<file path="config.mk">
export PLATFORM = sky130hd
export DESIGN_NAME = ram_master
export DESIGN_NICKNAME = d
export VERILOG_FILES = /design/src/rtl/ram_master.sv
export SDC_FILE = /design/constraint.sdc
export NUM_CORES = 1
export LEC_CHECK = 0
export ABC_AREA = 1
export ABC_CLOCK_PERIOD_IN_PS = 1770
export CAP_MARGIN = 20
export CORE_MARGIN = 2
export CORE_UTILIZATION = 46
export CTS_BUF_LIST = sky130_fd_sc_hd__clkbuf_4
export CTS_CLUSTER_SIZE = 25
export DETAILED_ROUTE_END_ITERATION = 12
export HOLD_SLACK_MARGIN = 0.06
export PLACE_DENSITY_LB_ADDON = 0.2
export SLEW_MARGIN = 20
export SYNTH_ARGS = -nofsm -noshare
export SYNTH_HDL_FRONTEND = slang
export SYNTH_SLANG_ARGS = --single-unit
</file>
<file path="constraint.sdc">
create_clock -name clk -period 1.77 [get_ports clk]
set_input_delay 0.354 -clock clk [delete_from_list [all_inputs] [get_ports clk]]
set_output_delay 0.354 -clock clk [all_outputs]
set_load 0.01 [all_outputs]
</file>
<file path="src/rtl/ram_master.sv">
// ram_master: turns single client requests into transactions on a
// negedge-sampled memory bus. It registers the bus, waits for the memory's
// busy/done handshake, reports a completion pulse, and recovers through a
// settle phase after a timeout or reset.
module ram_master #(
  parameter int unsigned TIMEOUT = 16
) (
  input  logic        clk,
  input  logic        rst_n,
  input  logic        req_valid,
  output logic        req_ready,
  input  logic        req_wr,
  input  logic [31:0] req_addr,
  input  logic [31:0] req_wdata,
  output logic        rsp_valid,
  output logic [31:0] rsp_rdata,
  output logic        rsp_err,
  output logic [31:0] mem_data,
  output logic [31:0] mem_addr,
  output logic        mem_wr,
  input  logic        mem_response,
  input  logic [31:0] mem_out
);

  typedef enum logic [2:0] {
    SETTLE,
    IDLE,
    WAIT_LOW,
    WAIT_HIGH,
    WAIT_SAME,
    RESP
  } state_t;

  // The counter counts failed samples; hitting this value on a failed
  // sample means TIMEOUT consecutive failures have now been seen.
  localparam logic [7:0] TO_LAST = 8'(TIMEOUT - 1);

  state_t      state_q, state_d;
  logic [31:0] memData_q, memData_d;
  logic [31:0] memAddr_q, memAddr_d;
  logic        memWr_q, memWr_d;
  logic [31:0] rspRdata_q, rspRdata_d;
  logic        rspErr_q, rspErr_d;
  logic [7:0]  toCnt_q, toCnt_d;
  logic        settleSeen_q, settleSeen_d;
  logic        toHit;
  logic        sameBus;

  assign toHit   = (toCnt_q == TO_LAST);
  // On a read the data field is not updated, so only address and direction
  // can differ from what is already on the bus.
  assign sameBus = (req_addr == memAddr_q) && (req_wr == memWr_q) &&
                   (!req_wr || (req_wdata == memData_q));

  // Next-state and bus/response update logic for the transaction FSM.
  always_comb begin
    state_d      = state_q;
    memData_d    = memData_q;
    memAddr_d    = memAddr_q;
    memWr_d      = memWr_q;
    rspRdata_d   = rspRdata_q;
    rspErr_d     = rspErr_q;
    toCnt_d      = toCnt_q;
    settleSeen_d = settleSeen_q;
    req_ready    = 1'b0;

    case (state_q)
      SETTLE: begin
        if (mem_response) begin
          if (settleSeen_q) begin
            state_d      = IDLE;
            settleSeen_d = 1'b0;
          end else begin
            settleSeen_d = 1'b1;
          end
        end else begin
          settleSeen_d = 1'b0;
        end
      end

      IDLE: begin
        req_ready = 1'b1;
        if (req_valid) begin
          memAddr_d = req_addr;
          memWr_d   = req_wr;
          if (req_wr) begin
            memData_d = req_wdata;
          end
          toCnt_d = 8'd0;
          state_d = sameBus ? WAIT_SAME : WAIT_LOW;
        end
      end

      WAIT_LOW: begin
        if (!mem_response) begin
          state_d = WAIT_HIGH;
          toCnt_d = 8'd0;
        end else if (toHit) begin
          state_d  = RESP;
          rspErr_d = 1'b1;
        end else begin
          toCnt_d = toCnt_q + 8'd1;
        end
      end

      WAIT_HIGH: begin
        if (mem_response) begin
          state_d  = RESP;
          rspErr_d = 1'b0;
          if (!memWr_q) begin
            rspRdata_d = mem_out;
          end
        end else if (toHit) begin
          state_d  = RESP;
          rspErr_d = 1'b1;
        end else begin
          toCnt_d = toCnt_q + 8'd1;
        end
      end

      WAIT_SAME: begin
        state_d  = RESP;
        rspErr_d = 1'b0;
        if (!memWr_q) begin
          rspRdata_d = mem_out;
        end
      end

      RESP: begin
        settleSeen_d = 1'b0;
        state_d      = rspErr_q ? SETTLE : IDLE;
      end

      default: begin
        state_d = SETTLE;
      end
    endcase
  end

  // State, bus and response registers with asynchronous active-low reset.
  always_ff @(posedge clk or negedge rst_n) begin
    if (!rst_n) begin
      state_q      <= SETTLE;
      memData_q    <= 32'd0;
      memAddr_q    <= 32'd0;
      memWr_q      <= 1'b0;
      rspRdata_q   <= 32'd0;
      rspErr_q     <= 1'b0;
      toCnt_q      <= 8'd0;
      settleSeen_q <= 1'b0;
    end else begin
      state_q      <= state_d;
      memData_q    <= memData_d;
      memAddr_q    <= memAddr_d;
      memWr_q      <= memWr_d;
      rspRdata_q   <= rspRdata_d;
      rspErr_q     <= rspErr_d;
      toCnt_q      <= toCnt_d;
      settleSeen_q <= settleSeen_d;
    end
  end

  assign rsp_valid = (state_q == RESP);
  assign rsp_err   = rsp_valid & rspErr_q;
  assign rsp_rdata = rspRdata_q;
  assign mem_data  = memData_q;
  assign mem_addr  = memAddr_q;
  assign mem_wr    = memWr_q;

endmodule

</file>
---- Word level (Yosys, flattened, before mapping) ----
Index checks and enable logic that the tools add are counted.
storage, ports and cells
  register bits ........................... 110
  bits of input ports ..................... 101
  output and inout bits ................... 100
  logic and storage cells ................. 65
cells by class
  $add $sub $neg .......................... 1
  equality and inequality tests ........... 15
  mux-type cells .......................... 25
  bitwise operators ....................... 1
  reductions and logical operators ........ 15
operator list
  cell                                                             number
  32-bit == test                                                   2
  32-bit two-way mux                                               2
  32-bit case mux with 2 select lines                              1
  8-bit two-way mux                                                4
  8-bit case mux with 3 select lines                               1
  3-bit two-way mux                                                7
  3-bit case mux with 6 select lines                               1
  2-bit inequality test, second input constant                     6
  3-bit AND reduction                                              3
  8-bit by 1-bit adder with 8-bit output, second input constant    1
  8-bit by 4-bit == test with 1-bit output, second input constant  1
  1-bit two-way mux                                                7
  3-bit by 2-bit == test with 1-bit output, second input constant  2
  3-bit == test, second input constant                             2
  2-bit AND reduction                                              3
  3-bit nonzero test                                               2
  2-bit nonzero test                                               2
  3-bit by 1-bit == test with 1-bit output, second input constant  1
  3-bit zero test                                                  1
  1-bit case mux with 3 select lines                               1
  1-bit logical AND                                                2
  1-bit case mux with 2 select lines                               1
  1-bit bitwise AND                                                1
  1-bit == test                                                    1
  2 further kinds                                                  2

---- Logic depth before layout (Yosys ltp) ----
  word-level depth ........................ 6
  depth in mapped cells ................... 12
  depth with buffers taken out ............ 12

---- Least setup slack after synthesis ----
No wires, ideal clock.
  kind .................................... flip-flop to flip-flop
  start ................................... reg state_q[1]
  end ..................................... reg memData_q[30], in the netlist mem_data[30]
  setup time .............................. 0.125 ns
  arrival ................................. 1.519 ns
  required time ........................... 1.645 ns
  setup slack ............................. 0.126 ns
  stages on the path, launching flop included .. 7
  path buffers ............................ 1
  period minus slack after synthesis ...... 1.644 ns
  cell sequence ........................... dfrtp_1 > nor3_4 > inv_2 > nor2_8 > nand2_4 > buf_2 > mux2_4
on the way
  cells in the longest elaborated chain, start to end .. 2
RTL lines
  what                                      RTL line  source
  start, declared                           38        state_t state_q, state_d;
  start signal, assigned                    152       state_q <= state_d;
  3-bit by 1-bit == test with 1-bit output  67        case (state_q)
  3-bit AND reduction (no line)             n/a
  end signal, assigned                      153       memData_q <= memData_d;
  end, declared                             39        logic [31:0] memData_q, memData_d;
No other way between the ends.
A chain may end at the register's enable or synchronous reset.

---- Final worst setup path ----
  start ................................... reg state_q[1]
  end ..................................... reg state_q[0]
on the way
  cells in the longest elaborated chain, start to end .. 3
  elaborated cells on any way between the ends .. 11
  classes of those cells .................. 8 x eq/ne; 1 x mux; 2 x reduce/logical
RTL lines
  what                                                                         RTL line
  3-bit by 1-bit == test with 1-bit output or 3-bit zero test (tied branches)  67
  2-bit inequality test (no line)                                              n/a
  3-bit AND reduction (no line)                                                n/a
Parallel ways exist; a longest one is shown, timed or not.

==> flow_summary.yaml <==
run_status:
  status: "complete, but fails checks"
  violations: "setup timing"
sta:
  fmax_mhz: 551.9
  fin_ws_ns: -0.04198
  relSlewSlack: 0.7163
  period_share: 1.024
  hold_viol_final: 0
  setup_viol: 9
  holdWs_ns: 0.3197
  rsz0062_at_grt: "true"
  min_period_ns: 1.812
  finClkSkew_ns: 0.01475
  timing.final.max_slew_violations: 0
  tightest_slew_ns: 0.4237
worst_setup_path:
  worstPathRequired_ns: 2.14
  reg2regPathDepth: 10
  cp_max_fo: 3
  end_kind: "flip-flop"
  worst-setup-path-type: "flip-flop to flip-flop"
  critPathArrivalTime_ns: 2.18
  cp-start-kind: "flip-flop"
cts:
  clock-sinks: 110
  cts-htree-levels: 3
  clk_pin_slew_ns: 0.17
  cts_tree: "done"
  cts-buffers-inserted: 9
  cts_root_buffer: "clkbuf_4"
  cts_buffer_depth: 2
  clk_latency_ns: 0.49
floorplanning:
  row_count: 39
  die_w_um: 112.6
  core_area_mm2: 0.01147
  ioPinCount: 201
  dieArea_mm2: 0.01267
  die_y_um: 112.6
  initial_utilization: 0.4728
pwr:
  swShare: 0.3751
  p_int_mw: 7.878
  p_sw_mw: 4.728
  leakage_nw: 4.441
  power_density_mw_per_mm2: 1478
  seq_power_share: 0.343
  peakVddDrop_mv: 0.9205
  p_comb_frac: 0.553
  clockPowerShare: 0.104
synthesis:
  synth_area_mm2: 0.005421
  postSynthRegisterBits: 110
  ys_types: 26
  netlist.area_leader.share: 0.5077
  yosysWarnings: 0
  syn_area_per_cell_um2: 9.252
  syn_nets: 688
  netlist_instances: 586
  seq_area_frac_synth: 0.5077
  synthTopCellsByArea: "dfrtp_1 (51%), nand2_1 (13%), mux2_2 (7.1%)"
  yosys.area.top_type: "dfrtp_1"
route:
  vias: 5006
  dr.pass1.iters: 4
  drc_errors: 0
  ant_nets: 0
  detail_route.wl_per_cell_um: 15.40
  drt_iter0_drc: 201
  vias_per_cell: 4.889
  wl_um: 15770
global_routing:
  grt_first_pass_wirelength_um: 24850
  grt_remaining_overflow: 0
  grt_pass1_vias: 5249
  grtUsageTotal: 0.2456
  antenna_found_initial: 0
  grt_max_degree: 33
cells_and_area:
  nets: 978
  final_common_cell: "nand2_1"
  area_growth_pct: 57.33
  n_antenna_cell: 0
  most-common-layout-cells: "nand2_1 (190), dfrtp_1 (108), clkdlybuf4s50_1 (99)"
  layout-drive-gt1-share: 0.2202
min_path:
  min_path_type: "input pin to asynchronous set/reset pin"
place:
  gp_congestion: 0.7970
  dp_slack_ns: -0.1859
  dp_hpwl_um: 11140
  portBuffers: 200
run:
  cap_violations: 0
[power groups by stage]
stage	Combinational [mW]	Clock [mW]	Sequential, mW
2_1_floorplan	2.43	0	5.00
3_5_place_dp	6.18	0	4.61
6_report	6.97	1.31	4.33
4_1_cts	6.72	1.34	4.31
3_3_place_gp	6.00	0	4.51
5_1_grt	7.54	1.43	4.47
[critical path, cell delays in order (launching register included)]
cell and delay [ns]:
dfrtp_2 0.46, buf_6 0.13, buf_6 0.11, buf_6 0.11
nor2_4 0.08, inv_2 0.07, nor2_4 0.11, inv_2 0.06
or2_4 0.23, o211ai_1 0.20, o21ai_1 0.14
[what timing repair did]
item | CTS | global route
hold buffers | 1 | 0
resized for setup | 125 | 28
setup endpoints to repair | 104 | 89
hold endpoints to repair | 23 | 0
gates cloned | 0 | 3
setup buffers | 59 | 8
pin swaps | 4 | 11
[metal layers]
metal	routed length, um	GRT usage	share of wire
met1	6182	0.2807	0.39
met2	8247	0.4439	0.52
met3	923	0.05562	0.059
met4	413	0.09756	0.026
met5	0	0	0
[registers in the layout (all words and copies together) (netlist names)]
name / cells
toCnt_q: 8
settleSeen_q: 1
mem_data: 32
mem_wr: 1
rsp_rdata: 32
state_q: 3
rspErr_q: 1
mem_addr: 32
[Yosys cell counts (all sizes together)]
cell	count
dfrtp	110
o21ai	31
o211ai	1
nand2	195
nor2	38
inv	62
a31oi	2
or2	2
nand3	10
buf	8
ha	1
nor3b	1
clkbuf	5
xor2	12
xnor2	34
nor3	8
mux2	55
a21oi	8
nand4	3
[cell families (layout without fill, tap and decap cells)]
logic type,after synthesis,after routing,share of synthesized area
AND/OR/NAND/NOR,257,257,0.1916
flip-flops,110,110,0.5077
buffers and inverters,75,370,0.05562
multiplexers,55,55,0.1288
XOR/XNOR,46,46,0.07431
AO/OA/AOI/OAI,42,42,0.03970
adder cells (fa/ha/maj),1,1,0.002308
[final timing paths]
| check | startpoint | end | slack, ns |
|---|---|---|---|
| max | state_q[1] | state_q[0] | -0.04 |
| min | rst_n | mem_addr[26] | 0.32 |
| max reg2reg | state_q[1] | state_q[0] | -0.04 |
| min reg2reg | rsp_rdata[23] | rsp_rdata[23] | 0.52 |
| max in group asynchronous | rst_n | mem_data[24] | 0.93 |
| min in group clk | req_addr[15] | mem_addr[15] | 0.45 |
[final cells by class]
type                    count  area, um^2
clock buffers               9       67.56
repair buffers            292        2748
fillers                   816        2938
multi-input cells         401        2469
well taps                 143       178.9
flip-flops and latches    110        2755
inverters                  62       237.7
clock inverters             7       73.82
[per-stage QoR]
stage | power (mW) | std cells | utilization | cell area (um^2) | setup TNS [ns]
2_1_floorplan | 7.424 | 586 | - | 5421 | 0
3_3_place_gp | 10.52 | 937 | 0.6781 | 7776 | -3.279
3_5_place_dp | 10.79 | 937 | 0.6781 | 7776 | -5.142
4_1_cts | 12.37 | 1013 | 0.7236 | 8298 | -0.005868
5_1_grt | 13.45 | 1024 | 0.7438 | 8529 | -1.759
6_report | 12.61 | 1024 | 0.7438 | 8529 | -0.1237
No activity file was read; power rests on OpenSTA's default activity.
